==> src/rtl/cc_max_finder_pkg.sv <==
// Shared definitions for the running-maximum search block.
// Holds the state encoding and the index-width helper.
package cc_max_finder_pkg;

    typedef enum logic [1:0] {
        ST_IDLE  = 2'd0,
        ST_FIRST = 2'd1,
        ST_SCAN  = 2'd2,
        ST_DONE  = 2'd3
    } state_t;

    // Smallest width able to count 0..words-1, i.e. ceil(log2(words)).
    function automatic int index_width(input int words);
        int w;
        w = 0;
        for (int i = 0; i < 31; i++) begin
            if ((1 << i) < words) begin
                w = i + 1;
            end
        end
        return w;
    endfunction

endpackage

==> src/rtl/cc_max_finder_greaterthan.sv <==
// Unsigned full-width strict magnitude comparator: greaterthan_Out = (A > B).
// Equal operands report 0, which is what makes the search keep the earliest index.
module CC_GREATERTHAN
    import cc_max_finder_pkg::*;
#(
    parameter int NUMBER_DATAWIDTH = 8
) (
    input  logic [NUMBER_DATAWIDTH-1:0] CC_GREATERTHAN_dataA_InBUS,
    input  logic [NUMBER_DATAWIDTH-1:0] CC_GREATERTHAN_dataB_InBUS,
    output logic                        CC_GREATERTHAN_greaterthan_Out
);

    assign CC_GREATERTHAN_greaterthan_Out =
        (CC_GREATERTHAN_dataA_InBUS > CC_GREATERTHAN_dataB_InBUS);

endmodule

==> src/rtl/cc_max_finder.sv <==
// Running-maximum search over a burst of NUMBER_WORDS words taken on a valid/ready stream.
// Reports the maximum and the index of its first occurrence, then pulses done for one cycle.
module cc_max_finder
    import cc_max_finder_pkg::*;
#(
    parameter int NUMBER_DATAWIDTH  = 8,
    parameter int NUMBER_WORDS      = 16,
    parameter int NUMBER_INDEXWIDTH = 4
) (
    input  logic                         CC_MAXFINDER_CLOCK_50,
    input  logic                         CC_MAXFINDER_RESET_InLow,
    input  logic                         CC_MAXFINDER_start_In,
    input  logic                         CC_MAXFINDER_clear_In,
    input  logic [NUMBER_DATAWIDTH-1:0]  CC_MAXFINDER_data_InBUS,
    input  logic                         CC_MAXFINDER_dataValid_In,
    output logic                         CC_MAXFINDER_dataReady_Out,
    output logic [NUMBER_DATAWIDTH-1:0]  CC_MAXFINDER_max_OutBUS,
    output logic [NUMBER_INDEXWIDTH-1:0] CC_MAXFINDER_index_OutBUS,
    output logic                         CC_MAXFINDER_busy_Out,
    output logic                         CC_MAXFINDER_done_Out
);

    localparam int LP_CW = index_width(NUMBER_WORDS);
    localparam logic [LP_CW-1:0] LP_LAST = LP_CW'(NUMBER_WORDS - 1);
    localparam logic [LP_CW-1:0] LP_ONE  = LP_CW'(1);

    state_t                        r_state;
    logic [NUMBER_DATAWIDTH-1:0]   r_max;
    logic [NUMBER_INDEXWIDTH-1:0]  r_index;
    logic [LP_CW-1:0]              r_counter;
    logic                          r_ready;
    logic                          r_busy;
    logic                          r_done;

    logic                          w_transfer;
    logic                          w_greater;

    assign w_transfer = CC_MAXFINDER_dataValid_In & r_ready;

    CC_GREATERTHAN #(
        .NUMBER_DATAWIDTH(NUMBER_DATAWIDTH)
    ) u_greaterthan (
        .CC_GREATERTHAN_dataA_InBUS    (CC_MAXFINDER_data_InBUS),
        .CC_GREATERTHAN_dataB_InBUS    (r_max),
        .CC_GREATERTHAN_greaterthan_Out(w_greater)
    );

    // clear wins over everything else; ready/busy/done are registered alongside the state.
    always_ff @(posedge CC_MAXFINDER_CLOCK_50 or negedge CC_MAXFINDER_RESET_InLow) begin
        if (!CC_MAXFINDER_RESET_InLow) begin
            r_state   <= ST_IDLE;
            r_max     <= '0;
            r_index   <= '0;
            r_counter <= '0;
            r_ready   <= 1'b0;
            r_busy    <= 1'b0;
            r_done    <= 1'b0;
        end else if (CC_MAXFINDER_clear_In) begin
            r_state <= ST_IDLE;
            r_ready <= 1'b0;
            r_busy  <= 1'b0;
            r_done  <= 1'b0;
        end else begin
            r_done <= 1'b0;
            case (r_state)
                ST_IDLE, ST_DONE: begin
                    if (CC_MAXFINDER_start_In) begin
                        r_state   <= ST_FIRST;
                        r_counter <= '0;
                        r_busy    <= 1'b1;
                        r_ready   <= 1'b1;
                    end else begin
                        r_state <= ST_IDLE;
                    end
                end
                ST_FIRST: begin
                    if (w_transfer) begin
                        r_max     <= CC_MAXFINDER_data_InBUS;
                        r_index   <= '0;
                        r_counter <= LP_ONE;
                        r_state   <= ST_SCAN;
                    end
                end
                ST_SCAN: begin
                    if (w_transfer) begin
                        if (w_greater) begin
                            r_max   <= CC_MAXFINDER_data_InBUS;
                            r_index <= NUMBER_INDEXWIDTH'(r_counter);
                        end
                        r_counter <= r_counter + LP_ONE;
                        if (r_counter == LP_LAST) begin
                            r_state <= ST_DONE;
                            r_done  <= 1'b1;
                            r_busy  <= 1'b0;
                            r_ready <= 1'b0;
                        end
                    end
                end
                default: begin
                    r_state <= ST_IDLE;
                    r_ready <= 1'b0;
                    r_busy  <= 1'b0;
                end
            endcase
        end
    end

    assign CC_MAXFINDER_dataReady_Out = r_ready;
    assign CC_MAXFINDER_max_OutBUS    = r_max;
    assign CC_MAXFINDER_index_OutBUS  = r_index;
    assign CC_MAXFINDER_busy_Out      = r_busy;
    assign CC_MAXFINDER_done_Out      = r_done;

endmodule
==> config.mk <==
export PLATFORM = sky130hd
export DESIGN_NAME = cc_max_finder
export DESIGN_NICKNAME = d
export VERILOG_FILES = /design/src/rtl/cc_max_finder_pkg.sv /design/src/rtl/cc_max_finder_greaterthan.sv /design/src/rtl/cc_max_finder.sv
export SDC_FILE = /design/constraint.sdc
export NUM_CORES = 1
export LEC_CHECK = 0
export BUFFER_PORTS_ARGS = -buffer_cell sky130_fd_sc_hd__buf_2
export CORE_MARGIN = 10
export CORE_UTILIZATION = 30
export DETAILED_ROUTE_END_ITERATION = 8
export SYNTH_ARGS = -nofsm -noshare
export SYNTH_HDL_FRONTEND = slang
export SYNTH_SLANG_ARGS = --single-unit
==> constraint.sdc <==
create_clock -name CC_MAXFINDER_CLOCK_50 -period 6.3 [get_ports CC_MAXFINDER_CLOCK_50]
set_clock_uncertainty 0.2 [all_clocks]
set_input_delay 0.63 -clock CC_MAXFINDER_CLOCK_50 [delete_from_list [all_inputs] [get_ports CC_MAXFINDER_CLOCK_50]]
set_output_delay 0.63 -clock CC_MAXFINDER_CLOCK_50 [all_outputs]
set_load 0.005 [all_outputs]
Word-level counts from Yosys, hierarchy flattened
Cells that the tools add are included.
{"block": "word_totals", "ff_bits": 20, "latchBits": 0, "ram_bits": 0, "romBits": 0, "out_inout_bits": 15, "n_memories": 0}
{"block": "op_classes", "addsub": 1, "n_mul": 0, "div_mod_pow": 0, "n_lt_le_gt_ge": 1, "n_eq_ne": 12, "n_shift": 0, "muxes": 27, "n_bitwise": 2, "reduce_logical": 8}
{"cell": "two-way mux 4 bit", "count": 6}
{"cell": "two-way mux 8 bit", "count": 3}
{"cell": "one-hot mux 8 bit (2 select lines)", "count": 1}
{"cell": "inequality test 3 bit (second input constant)", "count": 4}
{"cell": "one-hot mux 4 bit (3 select lines)", "count": 1}
{"cell": "two-way mux 1 bit", "count": 9}
{"cell": "greater-than comparator 8 bit", "count": 1}
{"cell": "two-way mux 2 bit", "count": 4}
{"cell": "one-hot mux 4 bit (2 select lines)", "count": 1}
{"cell": "AND reduction 4 bit", "count": 2}
{"cell": "inequality test 2 bit (second input constant)", "count": 3}
{"cell": "one-hot mux 2 bit (3 select lines)", "count": 1}
{"cell": "AND reduction 5 bit", "count": 1}
{"cell": "adder 4 x 1 -> 4 bit (second input constant)", "count": 1}
{"cell": "== test 2 bit (second input constant)", "count": 2}
{"cell": "== test 4 bit (second input constant)", "count": 1}
{"cell": "AND reduction 3 bit", "count": 1}
{"cell": "nonzero test 3 bit", "count": 1}
{"cell": "== test 2 x 1 -> 1 bit (second input constant)", "count": 1}
{"cell": "zero test 2 bit", "count": 1}
{"cell": "inequality test 2 x 1 -> 1 bit (second input constant)", "count": 1}
{"cell": "one-hot mux 1 bit (2 select lines)", "count": 1}
{"cell": "nonzero test 2 bit", "count": 1}
{"cell": "OR reduction 2 bit", "count": 1}
{"cell": "other kinds (2)", "count": 2}

Logic depth before layout (Yosys ltp)
{"block": "logic_depth", "word_depth": 5, "depth_mapped": 8}

Cells and area by module
Synthesis repeated with hierarchy kept, for this count alone.
{"block": "hier_totals", "cells_unflattened": 118, "area_unflattened_um2": 1300.0}
{"mod": "cc_max_finder", "n_inst": 1, "cells_per_inst": 91, "area_each_um2": 1083.5, "seq_area_each_um2": 500.5}
{"mod": "CC_GREATERTHAN", "n_inst": 1, "cells_per_inst": 27, "area_each_um2": 216.5, "seq_area_each_um2": 0.0}

Worst setup path before layout
OpenSTA, ideal clock, no wires.
{"block": "synth_path", "kind": "input port to flip-flop", "start": "in CC_MAXFINDER_data_InBUS[1]", "end": "reg r_max[0], in the netlist CC_MAXFINDER_max_OutBUS[0]", "setup_time_ps": 125, "arrival_ps": 2087, "t_required_ps": 5975, "setup_slack_ps": 3888, "cell_stages": 6, "n_path_buf": 0, "cell_sequence": "ha_1 > nor2b_1 > o211ai_1 > a21oi_2 > o31ai_4 > mux2_2"}
{"block": "synth_via", "elab_chain_cells": 3}
{"element": "start: declaration", "line": "cc_max_finder.sv:14", "source": "input logic [NUMBER_DATAWIDTH-1:0] CC_MAXFINDER_data_InBUS,"}
{"element": "greater-than comparator 8 bit", "line": "cc_max_finder_greaterthan.sv:14", "source": "(CC_GREATERTHAN_dataA_InBUS > CC_GREATERTHAN_dataB_InBUS);"}
{"element": "inequality test 2 x 1 -> 1 bit (no source line)"}
{"element": "AND reduction 5 bit (no source line)"}
{"element": "end signal: assignment", "line": "cc_max_finder.sv:78", "source": "r_max <= CC_MAXFINDER_data_InBUS;"}
{"element": "end signal: assignment", "line": "cc_max_finder.sv:87", "source": "r_max <= CC_MAXFINDER_data_InBUS;"}
{"element": "end: declaration", "line": "cc_max_finder.sv:28", "source": "logic [NUMBER_DATAWIDTH-1:0] r_max;"}
Every way passes these cells.
A chain may end at the register's enable or synchronous reset.

Final worst setup path
{"block": "layout_path", "start": "in CC_MAXFINDER_data_InBUS[1]", "end": "reg r_max[3], in the netlist CC_MAXFINDER_max_OutBUS[3]"}
The elaborated chain is that of the path after synthesis.

==> summary.txt <==
status: complete, no violations
Register Area: 500.5 µm²
layout cells sized above 1: 27.70%
total gr overflow: 0
critical path type: in2reg
CTS tree: yes
CP Data Required Time: 6.24 ns
final setup vio count: 0
first-pass detailed-route iteration total: 4
final antenna-violating net count: 0
Post-Synthesis Cells: 121
Fillers: 387
critical path endpoint category: register
first-pass GRT wire length: 4857 µm
max-slew violations: 0
clk root buf: clkbuf_8
R2R depth: 7
vias per std cell: 5.082
drc violations: 0
Placed Area: 0.001375 mm²
# IOs: 28
# resized after CTS: 0
Hold Buf Count CTS: 0
commonest cells after routing, fill and taps aside: 27 x buf_2, 20 x dfrtp_1, 16 x nand2_1
initial antenna violation count: 0
htree depth: 1
HPWL after DPL: 2224 µm
count of unique library cells instantiated by Yosys: 32
CP max FO: 8
Post-Syn Area: 0.001196 mm²
Peak supply drop: 0.1624 mV
WP depth: 7
cts bufs inserted: 3
CTS Buffer Depth: 2
Setup Fix Bufs, Post-CTS: 0
post-synthesis sequential element count: 20
Layout area overhead: 18.41%
syn_nets: 145
Vias: 996
Final Critical Period: 2.425 ns
RSZ-0062 raised after global routing: false
WHS: 0.1116 ns
# diodes: 0
Core ar.: 0.003771 mm²
PnR worst setup slack: 3.875 ns
Layout Cells excl Fill: 196
Cell Pwr Density: 404.2 mW/mm²
post-placement worst setup slack: 3.604 ns
Seq/Total Area, Yosys: 41.84%
Worst setup SP type: input port
CP max stage delay: 0.47 ns
Slew Limit Headroom: 62.79%
wire per inst: 14.05 µm
Worst-Margin Slew: 0.5545 ns
asr flop ratio synth: 100.0%
CP Data Arrival Time: 2.36 ns
Leakage: 0.6861 nW
total power: 572.4 µW
Sink Count: 20
GRT Resource Usage Total: 8.182%
design area: 0.001416 mm²
Starting Density: 31.72%
Clock Pin Slew Worst Setup and Hold Paths: 0.07 ns
Synth Flop Type: dfrtp_1
syn_area_per_cell: 9.886 µm²
most common cell after layout, fill and taps aside: buf_2
detailed-route wire length: 2753 µm
vias in the first global route: 1052
Starting DRT DRC Count: 79
Die Y: 83.15 µm
Worst Hold Class: in2async
PortBufs: 27
Final Hold Fails: 0
Die Span X: 83.15 µm
CP max-delay cell: o31ai_4
die area: 0.006913 mm²
largest net degree at the start of global routing: 21
clk_lat worst skew: 0.26 ns
area of the multi-input gates: 634.4 µm²
YS warnings: 0
final cycle utilization of the critical path: 38.49%
Rows: 22
Peak Freq: 412.4 MHz
Post-Route Setup TNS: 0 ns
Final Core Density: 37.56%
max-cap violations: 0
# nets final: 174
delay-heaviest family, CP: compound AO/OA/AOI/OAI gates
Post-synth EDFFs: 0
crit path cell chain: buf_2 -> ha_1 -> nor2b_1 -> o211ai_1 -> a21oi_2 -> o31ai_4 -> mux2_2
Cells after DPL: 193
Final Wtd Congestion: 0.8362
crit path buf inv count: 1
## cells in the mapped netlist, types with 2 or more instances
cell | instances | area, µm²
o211ai_1 | 9 | 67.56
a21oi_1 | 5 | 25.02
o21ai_0 | 3 | 15.01
and3_1 | 4 | 25.02
nand3_1 | 2 | 10.01
a32o_1 | 2 | 20.02
nand4_1 | 2 | 12.51
mux2i_1 | 2 | 20.02
ha_1 | 11 | 137.6
mux2_2 | 8 | 90.09
dfrtp_1 | 20 | 500.5
nor3_1 | 2 | 10.01
inv_1 | 12 | 45.04
o21a_1 | 2 | 15.01
nor2_1 | 5 | 18.77
nand2_1 | 16 | 60.06
## final cells by class
| cell class | instances | share of cell area, % |
|---|---|---|
| Timing Repair Buffer | 27 | 9.541 |
| Tap cell | 48 | 4.240 |
| Sequential cell | 20 | 35.34 |
| Inverter | 12 | 3.180 |
| Multi-Input combinational cell | 86 | 44.79 |
| Clock buffer | 3 | 2.915 |
## worst register-to-register path, cell delays in order, from the launching register on
cell      delay, ns
dfrtp_1        0.36
inv_1          0.05
ha_1           0.28
nor2b_1        0.13
o211ai_1       0.19
a21oi_2        0.14
o31ai_4        0.47
mux2_2         0.40
## final timing paths
| kind | start | slack, ns | to |
|---|---|---|---|
| min | CC_MAXFINDER_RESET_InLow | 0.11 | CC_MAXFINDER_max_OutBUS[1] |
| min in group CC_MAXFINDER_CLOCK_50 | CC_MAXFINDER_max_OutBUS[4] | 0.33 | CC_MAXFINDER_max_OutBUS[4] |
| max | CC_MAXFINDER_data_InBUS[1] | 3.88 | CC_MAXFINDER_max_OutBUS[3] |
| min reg2reg | CC_MAXFINDER_max_OutBUS[4] | 0.33 | CC_MAXFINDER_max_OutBUS[4] |
| max reg2reg | CC_MAXFINDER_max_OutBUS[1] | 3.97 | CC_MAXFINDER_max_OutBUS[3] |
| max in group asynchronous | CC_MAXFINDER_RESET_InLow | 5.46 | CC_MAXFINDER_max_OutBUS[5] |
## kinds of logic after synthesis
kind of cell    share of synthesized area [%]
compound gates                          18.30
fa+ha+maj                               11.51
buf+inv                                 5.125
flops                                   41.84
mux                                     9.205
simple gates                            14.02
## state kept, by name (all words and copies together) (netlist names)
name and count:
r_counter 4, r_state 2, CC_MAXFINDER_index_OutBUS 4, CC_MAXFINDER_max_OutBUS 8
CC_MAXFINDER_busy_Out 1, CC_MAXFINDER_done_Out 1
## power by group
group          switching [mW]  internal, mW
sequential             0.0352         0.175
clock                  0.0402        0.0426
combinational           0.152         0.127
## metal layers
| layer | share of wire [%] | GRT usage, % | vias to the layer above |
|---|---|---|---|
| li1 | - | - | 490 |
| met5 | 0 | 0 | - |
| met4 | 1.3 | 2.769 | 0 |
| met2 | 49 | 14.04 | 27 |
| met1 | 44 | 9.250 | 475 |
| met3 | 5.4 | 2.637 | 4 |
Power figures use the tool's default switching activity.
